==> src/rtl/uart_pkg.sv <==
// Shared definitions for the parametrised UART receive engine: parity modes,
// FSM state encoding and the 3-sample majority vote.
package uart_pkg;

  localparam int PAR_NONE = 0;
  localparam int PAR_EVEN = 1;
  localparam int PAR_ODD  = 2;

  typedef enum logic [2:0] {
    ST_IDLE,
    ST_START,
    ST_DATA,
    ST_PARITY,
    ST_STOP,
    ST_BREAK_WAIT
  } uart_state_e;

  function automatic logic majority3(input logic a, input logic b, input logic c);
    return (a & b) | (a & c) | (b & c);
  endfunction

endpackage

==> src/rtl/uart_rx_param_if.sv <==
// Receive-side output bundle of uart_rx_param: word handshake plus status pulses.
interface uart_rx_param_if #(
  parameter int DATA_BITS = 8
);
  // Handshake: a word transfers on every CLOCK edge where rx_valid && rx_ready;
  // rx_data is held stable while rx_valid=1, and rx_valid never drops without ready.
  logic [DATA_BITS-1:0] rx_data;
  logic                 rx_valid;
  logic                 rx_ready;
  logic                 frame_err;
  logic                 parity_err;
  logic                 overrun;
  logic                 busy;

  modport master (
    output rx_data, rx_valid, frame_err, parity_err, overrun, busy,
    input  rx_ready
  );

  modport slave (
    input  rx_data, rx_valid, frame_err, parity_err, overrun, busy,
    output rx_ready
  );
endinterface

==> src/rtl/uart_rx_sampler.sv <==
// Rx synchroniser, falling-edge detect, oversample tick counter and mid-bit
// majority vote; produces the decided bit plus decision and boundary strobes.
module uart_rx_sampler
  import uart_pkg::*;
#(
  parameter int OVERSAMPLE = 16
) (
  input  logic CLOCK,
  input  logic reset,
  input  logic Rx,
  input  logic baud_tick,
  input  logic cnt_clr,
  output logic rxs,
  output logic fall,
  output logic bit_val,
  output logic decide,
  output logic boundary
);

  localparam int CW = $clog2(OVERSAMPLE);
  localparam logic [CW-1:0] S0   = CW'(OVERSAMPLE / 2 - 1);
  localparam logic [CW-1:0] S1   = CW'(OVERSAMPLE / 2);
  localparam logic [CW-1:0] S2   = CW'(OVERSAMPLE / 2 + 1);
  localparam logic [CW-1:0] LAST = CW'(OVERSAMPLE - 1);

  logic          rx_meta;
  logic          rxs_d;
  logic [CW-1:0] cnt;
  logic          smp0;
  logic          smp1;

  // Flops reset to the idle-high line level so reset never fakes a start edge.
  always_ff @(posedge CLOCK or posedge reset) begin
    if (reset) begin
      rx_meta <= 1'b1;
      rxs     <= 1'b1;
      rxs_d   <= 1'b1;
    end else begin
      rx_meta <= Rx;
      rxs     <= rx_meta;
      rxs_d   <= rxs;
    end
  end

  always_ff @(posedge CLOCK or posedge reset) begin
    if (reset) begin
      cnt  <= '0;
      smp0 <= 1'b1;
      smp1 <= 1'b1;
    end else if (cnt_clr) begin
      cnt <= '0;
    end else if (baud_tick) begin
      cnt <= (cnt == LAST) ? '0 : cnt + CW'(1);
      if (cnt == S0) smp0 <= rxs;
      if (cnt == S1) smp1 <= rxs;
    end
  end

  // The third sample is the live synchronised level on the decision tick.
  assign fall     = rxs_d & ~rxs;
  assign bit_val  = majority3(smp0, smp1, rxs);
  assign decide   = baud_tick & (cnt == S2);
  assign boundary = baud_tick & (cnt == LAST);

endmodule

==> src/rtl/uart_rx_param.sv <==
// Parametrised UART receive engine: frame FSM, shift register, parity check
// and a single-word holding register with valid/ready handshake.
module uart_rx_param
  import uart_pkg::*;
#(
  parameter int DATA_BITS  = 8,
  parameter int OVERSAMPLE = 16,
  parameter int PARITY     = 0,
  parameter int STOP_BITS  = 1
) (
  input  logic            CLOCK,
  input  logic            reset,
  input  logic            Rx,
  input  logic            baud_tick,
  uart_rx_param_if.master rx_if,
  output uart_state_e     state_dbg
);

  localparam int IW = $clog2(DATA_BITS);
  localparam logic [IW-1:0] LAST_BIT  = IW'(DATA_BITS - 1);
  localparam logic          LAST_STOP = (STOP_BITS == 2);

  uart_state_e          state;
  uart_state_e          state_n;
  logic                 rxs;
  logic                 fall;
  logic                 bit_val;
  logic                 decide;
  logic                 boundary;
  logic                 cnt_clr;
  logic [IW-1:0]        bit_idx;
  logic [DATA_BITS-1:0] shreg;
  logic                 perr;
  logic                 stop_idx;
  logic                 complete;
  logic                 frame_hit;

  uart_rx_sampler #(.OVERSAMPLE(OVERSAMPLE)) u_sampler (
    .CLOCK    (CLOCK),
    .reset    (reset),
    .Rx       (Rx),
    .baud_tick(baud_tick),
    .cnt_clr  (cnt_clr),
    .rxs      (rxs),
    .fall     (fall),
    .bit_val  (bit_val),
    .decide   (decide),
    .boundary (boundary)
  );

  always_ff @(posedge CLOCK or posedge reset) begin
    if (reset) state <= ST_IDLE;
    else       state <= state_n;
  end

  always_comb begin
    state_n   = state;
    complete  = 1'b0;
    frame_hit = 1'b0;
    case (state)
      ST_IDLE:   if (fall) state_n = ST_START;
      ST_START: begin
        if (decide && bit_val) state_n = ST_IDLE;
        else if (boundary)     state_n = ST_DATA;
      end
      ST_DATA: begin
        if (boundary && bit_idx == LAST_BIT)
          state_n = (PARITY != PAR_NONE) ? ST_PARITY : ST_STOP;
      end
      ST_PARITY: if (boundary) state_n = ST_STOP;
      // Leaving mid-stop-bit lets a back-to-back start edge be caught.
      ST_STOP: begin
        if (decide) begin
          if (!bit_val) begin
            frame_hit = 1'b1;
            state_n   = ST_BREAK_WAIT;
          end else if (stop_idx == LAST_STOP) begin
            complete = 1'b1;
            state_n  = ST_IDLE;
          end
        end
      end
      ST_BREAK_WAIT: if (rxs) state_n = ST_IDLE;
      default:       state_n = ST_IDLE;
    endcase
  end

  assign cnt_clr = (state == ST_IDLE) || (state_n != state);

  always_ff @(posedge CLOCK or posedge reset) begin
    if (reset) begin
      bit_idx  <= '0;
      shreg    <= '0;
      perr     <= 1'b0;
      stop_idx <= 1'b0;
    end else begin
      case (state)
        ST_START: begin
          bit_idx  <= '0;
          perr     <= 1'b0;
          stop_idx <= 1'b0;
        end
        ST_DATA: begin
          if (decide)   shreg   <= {bit_val, shreg[DATA_BITS-1:1]};
          if (boundary) bit_idx <= bit_idx + IW'(1);
        end
        ST_PARITY: if (decide) perr <= bit_val ^ (^shreg) ^ (PARITY == PAR_ODD);
        ST_STOP:   if (boundary) stop_idx <= 1'b1;
        default: ;
      endcase
    end
  end

  // A completion into a full, unaccepted holding register drops the new word.
  always_ff @(posedge CLOCK or posedge reset) begin
    if (reset) begin
      rx_if.rx_data    <= '0;
      rx_if.rx_valid   <= 1'b0;
      rx_if.frame_err  <= 1'b0;
      rx_if.parity_err <= 1'b0;
      rx_if.overrun    <= 1'b0;
    end else begin
      rx_if.frame_err  <= frame_hit;
      rx_if.parity_err <= 1'b0;
      rx_if.overrun    <= 1'b0;
      if (complete) begin
        if (!rx_if.rx_valid || rx_if.rx_ready) begin
          rx_if.rx_data    <= shreg;
          rx_if.rx_valid   <= 1'b1;
          rx_if.parity_err <= perr;
        end else begin
          rx_if.overrun <= 1'b1;
        end
      end else if (rx_if.rx_valid && rx_if.rx_ready) begin
        rx_if.rx_valid <= 1'b0;
      end
    end
  end

  assign rx_if.busy = (state != ST_IDLE);
  assign state_dbg  = state;

endmodule

==> src/flat_wrapper.sv <==
// flat-port wrapper written by rule: the top's interface ports become plain ports
module uart_rx_param_flat import uart_pkg::*;
#(
  parameter int DATA_BITS  = 8,
  parameter int OVERSAMPLE = 16,
  parameter int PARITY     = 0,
  parameter int STOP_BITS  = 1
)
  (CLOCK, reset, Rx, baud_tick, state_dbg, rx_if_rx_data, rx_if_rx_valid, rx_if_frame_err, rx_if_parity_err, rx_if_overrun, rx_if_busy, rx_if_rx_ready);
  uart_rx_param_if #(.DATA_BITS(DATA_BITS)) rx_if_i ();
  input  logic CLOCK;
  input  logic reset;
  input  logic Rx;
  input  logic baud_tick;
  output uart_state_e state_dbg;
  output wire logic [$bits(rx_if_i.rx_data)-1:0] rx_if_rx_data;
  output wire logic [$bits(rx_if_i.rx_valid)-1:0] rx_if_rx_valid;
  output wire logic [$bits(rx_if_i.frame_err)-1:0] rx_if_frame_err;
  output wire logic [$bits(rx_if_i.parity_err)-1:0] rx_if_parity_err;
  output wire logic [$bits(rx_if_i.overrun)-1:0] rx_if_overrun;
  output wire logic [$bits(rx_if_i.busy)-1:0] rx_if_busy;
  input wire logic [$bits(rx_if_i.rx_ready)-1:0] rx_if_rx_ready;
  assign rx_if_rx_data = rx_if_i.rx_data;
  assign rx_if_rx_valid = rx_if_i.rx_valid;
  assign rx_if_frame_err = rx_if_i.frame_err;
  assign rx_if_parity_err = rx_if_i.parity_err;
  assign rx_if_overrun = rx_if_i.overrun;
  assign rx_if_busy = rx_if_i.busy;
  assign rx_if_i.rx_ready = rx_if_rx_ready;
  uart_rx_param #(.DATA_BITS(DATA_BITS), .OVERSAMPLE(OVERSAMPLE), .PARITY(PARITY), .STOP_BITS(STOP_BITS)) u_core (.CLOCK(CLOCK), .reset(reset), .Rx(Rx), .baud_tick(baud_tick), .rx_if(rx_if_i), .state_dbg(state_dbg));
endmodule
==> config.mk <==
export PLATFORM = sky130hd
export DESIGN_NAME = uart_rx_param_flat
export DESIGN_NICKNAME = d
export VERILOG_FILES = /design/src/rtl/uart_pkg.sv /design/src/rtl/uart_rx_param_if.sv /design/src/rtl/uart_rx_sampler.sv /design/src/rtl/uart_rx_param.sv /design/src/flat_wrapper.sv
export SDC_FILE = /design/constraint.sdc
export NUM_CORES = 1
export LEC_CHECK = 0
export CAP_MARGIN = 5
export CORE_ASPECT_RATIO = 1.5
export CORE_UTILIZATION = 35
export DETAILED_ROUTE_END_ITERATION = 10
export MAX_ROUTING_LAYER = met4
export PLACE_DENSITY = 0.62
export REMOVE_ABC_BUFFERS = 1
export SLEW_MARGIN = 40
export SYNTH_ARGS = -nofsm -noshare
export SYNTH_HDL_FRONTEND = slang
export SYNTH_SLANG_ARGS = --single-unit
==> constraint.sdc <==
create_clock -name CLOCK -period 2.5 [get_ports CLOCK]
set_clock_uncertainty 0.2 [all_clocks]
set_input_delay 0.625 -clock CLOCK [delete_from_list [all_inputs] [get_ports CLOCK]]
set_output_delay 0.625 -clock CLOCK [all_outputs]
set_load 0.03 [all_outputs]
Word-level counts from Yosys, hierarchy flattened

Index checks and enable logic that the tools add are counted.
W data, S select, Z words.

Muxes and demuxes: 33
$add $sub $neg: 2
Reductions and logical operators: 22
Bitwise operators: 11
Equal/unequal tests: 15

Operator list:

| operator              | count |
|---|---|
| $mux W3               | 10 |
| $pmux W3 S6           | 1 |
| $mux W1               | 16 |
| $eq A4 B4 Y1 const B  | 3 |
| $mux W4               | 3 |
| $reduce_and A2 Y1     | 6 |
| $reduce_bool A2 Y1    | 5 |
| $eq A3 B3 Y1 const B  | 3 |
| $reduce_xor A8 Y1     | 1 |
| $and A1 B1 Y1         | 6 |
| $eq A3 B2 Y1 const B  | 2 |
| $ne A2 B1 Y1 const B  | 3 |
| $pmux W3 S2           | 1 |
| $reduce_and A3 Y1     | 2 |
| $add A4 B1 Y4 const B | 1 |
| $eq A4 B3 Y1 const B  | 1 |
| $pmux W1 S2           | 2 |
| $add A3 B1 Y3 const B | 1 |
| $eq A3 B1 Y1 const B  | 1 |
| $logic_and A1 B1 Y1   | 3 |
| $logic_not A3 Y1      | 1 |
| $ne A3 B3 Y1          | 1 |
| $reduce_bool A3 Y1    | 1 |
| $logic_or A1 B1 Y1    | 2 |
| other kinds (5)       | 7 |

Logic and storage cells: 99
Output and inout port bits: 16
Input bits: 5
Bits in registers: 37

Depth between registers and ports, before layout

Gate-level depths: netlist of run 1.

Depth after elaboration: 10
Gate-level depth with buffers: 9
Depth with buffers taken out: 7

Cells and area by module

From an unflattened synthesis of run 1, not the netlist that was laid out.

Cells, all modules: 156
Area total of the unflattened synthesis: 1859.3 µm²

Modules (own cells, without submodules):

| module          | seq. area each (µm²) | times used | area each (µm²) | cells an instance |
|---|---|---|---|---|
| uart_rx_param   | 700.7                | 1          | 1390.1          | 115 |
| uart_rx_sampler | 231.5                | 1          | 469.2           | 41 |

Least setup slack after synthesis of run 1

No wires, ideal clock.

Kind: register to register
From: register u_core.bit_idx[0]
To: register u_core.u_sampler.smp1
Setup time: 82 ps
Arrival: 1981 ps
Stages on the path, launching flop included: 8
Setup slack: 237 ps
Data required time: 2218 ps
Path buffers: 0
Cells stage by stage: dfrtp_1 -> ha_1 -> ha_1 -> or2_2 -> a211o_1 -> a32o_1 -> nand3b_4 -> mux2_4

Longest elaborated chain between the ends: 8

RTL lines:

| item                        | line                  | RTL |
|---|---|---|
| start: declaration          | uart_rx_param.sv:31   | `logic [IW-1:0] bit_idx;` |
| start signal: assignment    | uart_rx_param.sv:105  | `if (boundary) bit_idx <= bit_idx + IW'(1);` |
| $eq A3 B3 Y1                | uart_rx_param.sv:67   | `if (boundary && bit_idx == LAST_BIT)` |
| $logic_and A1 B1 Y1         | uart_rx_param.sv:67   |  |
| $mux W3                     | uart_rx_param.sv:67   |  |
| $pmux W3 S6                 | uart_rx_param.sv:60   | `case (state)` |
| $ne A3 B3 Y1                | uart_rx_param.sv:88   | `assign cnt_clr = (state == ST_IDLE) \|\| (state_n != state);` |
| $logic_or A1 B1 Y1          | uart_rx_param.sv:88   |  |
| $not A1 Y1 (no line)        | n/a                   |  |
| $reduce_and A3 Y1 (no line) | n/a                   |  |
| end signal: assignment      | uart_rx_sampler.sv:55 | `if (cnt == S1) smp1 <= rxs;` |
| end: declaration            | uart_rx_sampler.sv:30 | `logic smp1;` |

No other way between the ends.
A chain may end at the register's enable or synchronous reset.

Worst setup path in the final report of run 1

From: register u_core.bit_idx[0]
To: register u_core.u_sampler.smp0

Longest elaborated chain between the ends: 8

RTL lines:

| item                        | line                  | RTL |
|---|---|---|
| $eq A3 B3 Y1                | uart_rx_param.sv:67   |  |
| $logic_and A1 B1 Y1         | uart_rx_param.sv:67   |  |
| $mux W3                     | uart_rx_param.sv:67   |  |
| $pmux W3 S6                 | uart_rx_param.sv:60   |  |
| $ne A3 B3 Y1                | uart_rx_param.sv:88   |  |
| $logic_or A1 B1 Y1          | uart_rx_param.sv:88   |  |
| $not A1 Y1 (no line)        | n/a                   |  |
| $reduce_and A3 Y1 (no line) | n/a                   |  |
| end signal: assignment      | uart_rx_sampler.sv:54 | `if (cnt == S0) smp0 <= rxs;` |
| end: declaration            | uart_rx_sampler.sv:29 | `logic smp0;` |

No other way between the ends.

==> flow_summary.yaml, run 1 <==
status:
  run_status: "finished clean"
worst_setup_path:
  timing.rr.end: "u_core.u_sampler.smp0$_DFFE_PP1P_"
  crit_top_cell: "sky130_fd_sc_hd__ha_1"
  critical_path_buf_inv_count: 0
  critical_path.cell_chain: "ha_1 > ha_1 > or2_2 > a211o_1 > a32o_1 > nor2_1 > mux2_2"
  r2r_cells: 7
  crit_arrival_ps: 2430
  critPathMaxStageDelay_ps: 410
  crit_path_start_kind: "flip-flop"
  critical_path.max_fanout: 3
  cell_class_contributing_the_biggest_share_of_worst_path_delay: "compound AO/OA/AOI/OAI gates"
  timing.critical_path.required_ps: 2520
  critical_path_class: "reg2reg"
  timing.critical_path.to_type: "flip-flop"
  reg2reg_slack_ps: 100
  critical_path.slowest_cell: "sky130_fd_sc_hd__dfrtp_1"
  worstReg2RegStart: "u_core.bit_idx[0]$_DFFE_PP0P_"
clock_network:
  cts_tree: "yes"
  htreeDepth: 2
  clock_buffers_created_by_tritoncts: 5
  clock_sink_count: 37
  cts_root_buffer: "sky130_fd_sc_hd__clkbuf_8"
  cts_resized: 0
  max-clock-path-buffers: 2
  clk_pin_slew_ps: 80
  clock_latency_on_the_worst_skew_pair_ps: 300
place:
  numPortBuffers: 20
  dpl_cell_area_sq_um: 2150
  place_congestion: 0.903
  place_ws_ps: -182
  half_perimeter_wire_length_of_the_detailed_placement_result_mm: 2.54
logic_synthesis:
  syn_avg_cell_area_sq_um: 11.8
  synth_simple_gate_area_share_pct: 13.4
  dominant_combinational_cell_family_by_area_after_synthesis: "simple AND/OR/NAND/NOR gates"
  yosys.cell_types.count: 41
  ys.warnings.count: 0
  synth_compound_area_share_pct: 9.97
  yosys_most_used_dff: "sky130_fd_sc_hd__dfrtp_1"
  synth-seq-cells: 37
  netlist_instances: 156
  synth_enable_flop_cells: 0
  synth_xor_area_share_pct: 4.30
  multiplexer_share_of_the_synthesized_area_pct: 11.8
  fraction_of_registers_with_async_set_or_reset_after_synthesis_pct: 100
  synth_adder_area_share_pct: 4.03
  synth-seq-area-share_pct: 50.9
  mappedNetlistArea_sq_um: 1830
timing:
  hold_viol: 0
  finalWorstSetupSlack_ps: 96.5
  setup_violations: 0
  unrepaired_setup_endpoints_after_global_routing: "true"
  final_min_period_over_clock_period_pct: 96.1
  post-route-min-period_ps: 2400
  max_slew.worst_pin.slew_ps: 461
  timing.max_slew.rel_slack_pct: 69.3
  maxSlewViolCount: 0
  max_freq_mhz: 416
die:
  die-width_microns: 61.1
  floorplan.initialDensity_pct: 37.2
  core.rowCount: 31
  die_h_microns: 90.6
  io-pin-count: 21
  die_area_sq_um: 5540
  coreArea_sq_um: 4930
global_route:
  vias_in_the_first_global_route: 1357
  gr-total-overflow: 0
  grtUsageTotal_pct: 15.6
  grt_first_pass_wirelength_mm: 6.13
  largest_net_degree_at_the_start_of_global_routing: 38
  grt_antenna_before_repair: 0
layout:
  design.final.nets: 201
  antenna_cells: 0
  fin_area_sq_um: 2280
  drive_gt1_share_pct: 29.2
  post-route-util_pct: 46.2
  syn2layout_area_growth_pct: 24.2
routing:
  detail_route.drc_violations: 0
  via_per_inst: 5.00
  drt_first_iter_violations: 43
  dr.pass1.iters: 4
  via_count: 1291
  wl_mm: 3.64
  post_drt_wl_per_cell_microns: 14.1
  final_ant_viol_nets: 0
power_and_ir_drop:
  vdd.ir_drop.worst_mv: 0.398
  total_power_mw: 1.40
  p_leak_nw: 1.08
  power-per-cell-area_nw_per_um2: 613
min_path:
  hold-path-cell-count: 0
  min_delay_worst_endpoint: "u_core.u_sampler.rxs$_DFF_PP1_"
  worst_hold_path_type: "reg2reg"
  hold_start: "u_core.u_sampler.rx_meta$_DFF_PP1_"
flow_run:
  drv.max_cap_violation_count: 0
[stage by stage]
stage	TNS (ps)	hold WS (ps)	cells
final	0	165	258
after global routing	-9.76	176	258
after CTS	0	168	257
after detailed placement	-1830	150	249
after global placement	-1520	148	249
after floorplan	0	145	148
[cell families (layout without fill, tap and decap cells)]
group / Yosys count / count (layout)
AO/OA/AOI/OAI: 26 / 26
XOR/XNOR: 9 / 9
adder cells (fa/ha/maj): 6 / 6
buffers and inverters: 16 / 52
flip-flops: 37 / 37
multiplexers: 19 / 19
AND/OR/NAND/NOR: 43 / 43
[registers in the layout (all words and copies together) (netlist names), 3 cells and up]
signal / flops
u_core.shreg: 8
u_core.rx_if.rx_data: 8
u_core.u_sampler.cnt: 4
u_core.state_dbg: 3
u_core.bit_idx: 3
[synthesized netlist by cell type, drive strengths merged, types with 2 or more instances]
library cell,n,share of area [%]
dfrtp,32,44
ha,5,3.4
a32oi,2,0.96
dfstp,5,7.2
nand2b,3,1.0
inv,8,1.6
nand4b,2,0.96
xnor2,7,3.3
a211o,2,0.96
o21ai,5,1.4
nand3,3,0.82
a21oi,7,1.9
or2,2,0.68
nor2,11,2.3
buf,8,4.0
nand3b,2,1.5
a311oi,2,0.96
nand2,13,2.7
mux2,18,11
xor2,2,0.96
[repair_timing]
item	in CTS	in global routing
endpoints found under the setup margin	0	3
hold buffers	0	0
setup buffers	0	1
[where the power goes]
part	total (mW)	switching (mW)	internal (mW)
Sequential	0.666	0.0362	0.629
Clock	0.534	0.235	0.299
Combinational	0.198	0.110	0.0876
Total	1.40	0.381	1.02
[worst max-delay path by stage]
stage	startpoint	end	cells past startpoint
CTS	u_core.bit_idx[0]$_DFFE_PP0P_	u_core.u_sampler.smp0$_DFFE_PP1P_	7
global route	u_core.bit_idx[0]$_DFFE_PP0P_	u_core.u_sampler.smp0$_DFFE_PP1P_	7
detailed placement	baud_tick	u_core.u_sampler.smp0$_DFFE_PP1P_	7
finish	u_core.bit_idx[0]$_DFFE_PP0P_	u_core.u_sampler.smp0$_DFFE_PP1P_	7
global placement	baud_tick	u_core.u_sampler.smp0$_DFFE_PP1P_	7
floorplan	baud_tick	u_core.rx_if.rx_data[0]$_DFFE_PP0P_	5
[layer usage]
metal  wire length (microns)  GRT usage [%]  vias up
met5                       0              -        -
met4                     103           7.95        0
met3                     109           3.44        8
met2                    1870           25.3       20
met1                    1560           17.2      650
li1                        -              -      613
[cell type report]
type                            instances  area (sq um)
Sequential cell                        37           932
Clock buffer                            5          68.8
Timing Repair Buffer                   36           320
Tap cell                               66          82.6
Inverter                                8          30.0
Clock inverter                          3          46.3
Multi-Input combinational cell        103           797
Fill cell                             482          2650
[cell usage in the layout, fill, tap and decap left out, types with 3 or more instances in the layout]
cell type,Yosys,layout
sky130_fd_sc_hd__xnor2_1,7,7
sky130_fd_sc_hd__o21ai_0,5,5
sky130_fd_sc_hd__ha_1,5,5
sky130_fd_sc_hd__a21oi_1,7,7
sky130_fd_sc_hd__buf_4,1,16
sky130_fd_sc_hd__nand2_1,13,13
sky130_fd_sc_hd__nand3_1,3,3
sky130_fd_sc_hd__clkdlybuf4s50_1,0,20
sky130_fd_sc_hd__clkbuf_8,0,5
sky130_fd_sc_hd__dfrtp_1,32,32
sky130_fd_sc_hd__inv_1,8,8
sky130_fd_sc_hd__mux2_2,17,17
sky130_fd_sc_hd__dfstp_2,5,5
sky130_fd_sc_hd__nor2_1,11,11
sky130_fd_sc_hd__nand2b_1,3,3
Note: power is estimated with default switching activity, not from simulation.
==> run 2, diff against run 1 <==
- CORE_MARGIN: not set -> 2
==> run 2 against run 1 <==
  * Clock power shrank 8.4%
  * Register-to-register slack gained 30 ps
  * Fmax grew 1.4%
  * Worst setup slack better by 34 ps
  * Sequential power barely moved
  * First-iteration DRC count increased by 70%
  * Via count is 3.3% lower
  * Sequential share of layout area up 0.20 points
  * Global-route usage is 2.2 points lower
  * Clock-buffer cell count is the same
  * Power is 3.7% lower
==> flow_summary.yaml, run 2 (synthesis gave the netlist of run 1 again) <==
timing:
  unrepaired_setup_endpoints_after_global_routing: "false"
  timing.hold.ws_ps: 161
  hold_viol: 0
  tns_ps: 0
  max_freq_mhz: 422
  post-route-min-period_ps: 2370
  final_min_period_over_clock_period_pct: 94.8
  maxSlewViolCount: 0
  max_slew.worst_pin.slew_ps: 463
  timing.max_slew.rel_slack_pct: 69.1
  setup_violations: 0
routing:
  post_drt_wl_per_cell_microns: 13.2
  detail_route.drc_violations: 0
  drt_first_iter_violations: 73
  wl_mm: 3.40
  final_ant_viol_nets: 0
  via_per_inst: 4.84
  dr.pass1.iters: 4
  via_count: 1249
die:
  die-width_microns: 63.1
  floorplan.initialDensity_pct: 36.0
  core.rowCount: 32
  coreArea_sq_um: 5080
  io-pin-count: 21
  die_area_sq_um: 5840
  die_h_microns: 92.6
global_route:
  gr-total-overflow: 0
  vias_in_the_first_global_route: 1325
  grt_first_pass_wirelength_mm: 6.02
  grt_antenna_before_repair: 0
  grtUsageTotal_pct: 13.4
  largest_net_degree_at_the_start_of_global_routing: 38
clock_network:
  clock_buffers_created_by_tritoncts: 5
  cts_root_buffer: "sky130_fd_sc_hd__clkbuf_8"
  htreeDepth: 2
  post_cts_hold_buffer_count: 0
  max-clock-path-buffers: 2
  clock_sink_count: 37
  clock_latency_on_the_worst_skew_pair_ps: 280
  cts_tree: "yes"
  clk_pin_slew_ps: 70
power_and_ir_drop:
  p_leak_nw: 1.07
  power-per-cell-area_nw_per_um2: 594
  vdd.ir_drop.worst_mv: 0.333
layout:
  antenna_cells: 0
  final.fill_count: 483
  fin_cells: 258
  largestRegisters: "u_core.rx_if.rx_data (8), u_core.shreg (8), u_core.u_sampler.cnt (4)"
  syn2layout_area_growth_pct: 23.6
  design.final.nets: 200
  drive_gt1_share_pct: 28.9
  layout_common_cells: "sky130_fd_sc_hd__dfrtp_1, sky130_fd_sc_hd__clkdlybuf4s50_1, sky130_fd_sc_hd__mux2_2"
  most_common_library_cell_in_the_layout_ignoring_fill_and_taps: "sky130_fd_sc_hd__dfrtp_1"
worst_setup_path:
  timing.critical_path.to_type: "flip-flop"
  critical_path.max_fanout: 3
  critical_path_class: "reg2reg"
  timing.rr.end: "u_core.u_sampler.smp1$_DFFE_PP1P_"
  crit_path_start_kind: "flip-flop"
  timing.critical_path.required_ps: 2510
  r2r_cells: 7
  worstReg2RegStart: "u_core.bit_idx[0]$_DFFE_PP0P_"
  reg2reg_slack_ps: 130
  crit_arrival_ps: 2380
place:
  place_inst: 250
  numPortBuffers: 20
  place_congestion: 0.851
  half_perimeter_wire_length_of_the_detailed_placement_result_mm: 2.46
flow_run:
  drv.max_cap_violation_count: 0
min_path:
  min_delay_worst_endpoint: "u_core.u_sampler.rxs$_DFF_PP1_"
  hold_start: "u_core.u_sampler.rx_meta$_DFF_PP1_"
  hold-path-cell-count: 0
  worst_hold_path_type: "reg2reg"
status:
  run_status: "finished clean"
run 2: worst max-delay path, cell delays in order (launching register included):
cell,delay (ps)
sky130_fd_sc_hd__dfrtp_1,400
sky130_fd_sc_hd__ha_1,210
sky130_fd_sc_hd__ha_1,200
sky130_fd_sc_hd__or2_2,300
sky130_fd_sc_hd__a211o_1,300
sky130_fd_sc_hd__a32o_1,240
sky130_fd_sc_hd__nand3b_4,160
sky130_fd_sc_hd__mux2_4,300
run 2: what timing repair did:
| item | in CTS | in global routing |
|---|---|---|
| endpoints found under the setup margin | 0 | 3 |
| resized for setup | 0 | 1 |
| buffers inserted | 0 | 1 |
| endpoints found under the hold margin | 0 | 0 |
run 2: worst max-delay path by stage:
stage                                       start                                  end  slack [ps]  depth (start not counted)
floorplan                               baud_tick  u_core.rx_if.rx_data[0]$_DFFE_PP0P_         120                          5
global placement                        baud_tick    u_core.u_sampler.smp0$_DFFE_PP1P_        -150                          7
detailed placement                      baud_tick    u_core.u_sampler.smp0$_DFFE_PP1P_        -160                          7
CTS                 u_core.bit_idx[0]$_DFFE_PP0P_  u_core.u_sampler.cnt[3]$_DFFE_PP0P_          90                          7
global route        u_core.bit_idx[0]$_DFFE_PP0P_    u_core.u_sampler.smp0$_DFFE_PP1P_           5                          7
finish              u_core.bit_idx[0]$_DFFE_PP0P_    u_core.u_sampler.smp1$_DFFE_PP1P_         130                          7
run 2: power breakdown:
| part | switching (mW) | internal, mW |
|---|---|---|
| logic | 0.108 | 0.0841 |
| registers | 0.0350 | 0.630 |
| clock network | 0.199 | 0.290 |
run 2: per-layer routing:
layer | vias up | global-route usage (%) | routed length [microns]
li1 | 612 | - | -
met1 | 604 | 14.5 | 1440
met2 | 28 | 23.5 | 1780
met3 | 5 | 2.79 | 119
met4 | 0 | 5.56 | 62
met5 | - | - | 0
run 2: layout make-up:
class                      instances  area (sq um)  share of cell area, %
sequential                        37           932                   41.1
multi-input combinational        103           802                   35.4
timing repair buffer              35           313                   13.8
clock inverter                     2          35.0                   1.55
tap                               68          85.1                   3.75
inverter                           8          30.0                   1.33
clock buffer                       5          68.8                   3.04
run 2: metrics by stage:
stage               setup slack [ps]  total power [mW]  instance area (sq um)  util [%]
floorplan                        120             0.800                   1760         -
CTS                             94.4              1.36                   2250      44.3
detailed placement              -163             0.867                   2150      42.3
finish                           131              1.35                   2270      44.6
global placement                -149             0.853                   2150      42.3
global route                    4.99              1.42                   2270      44.6
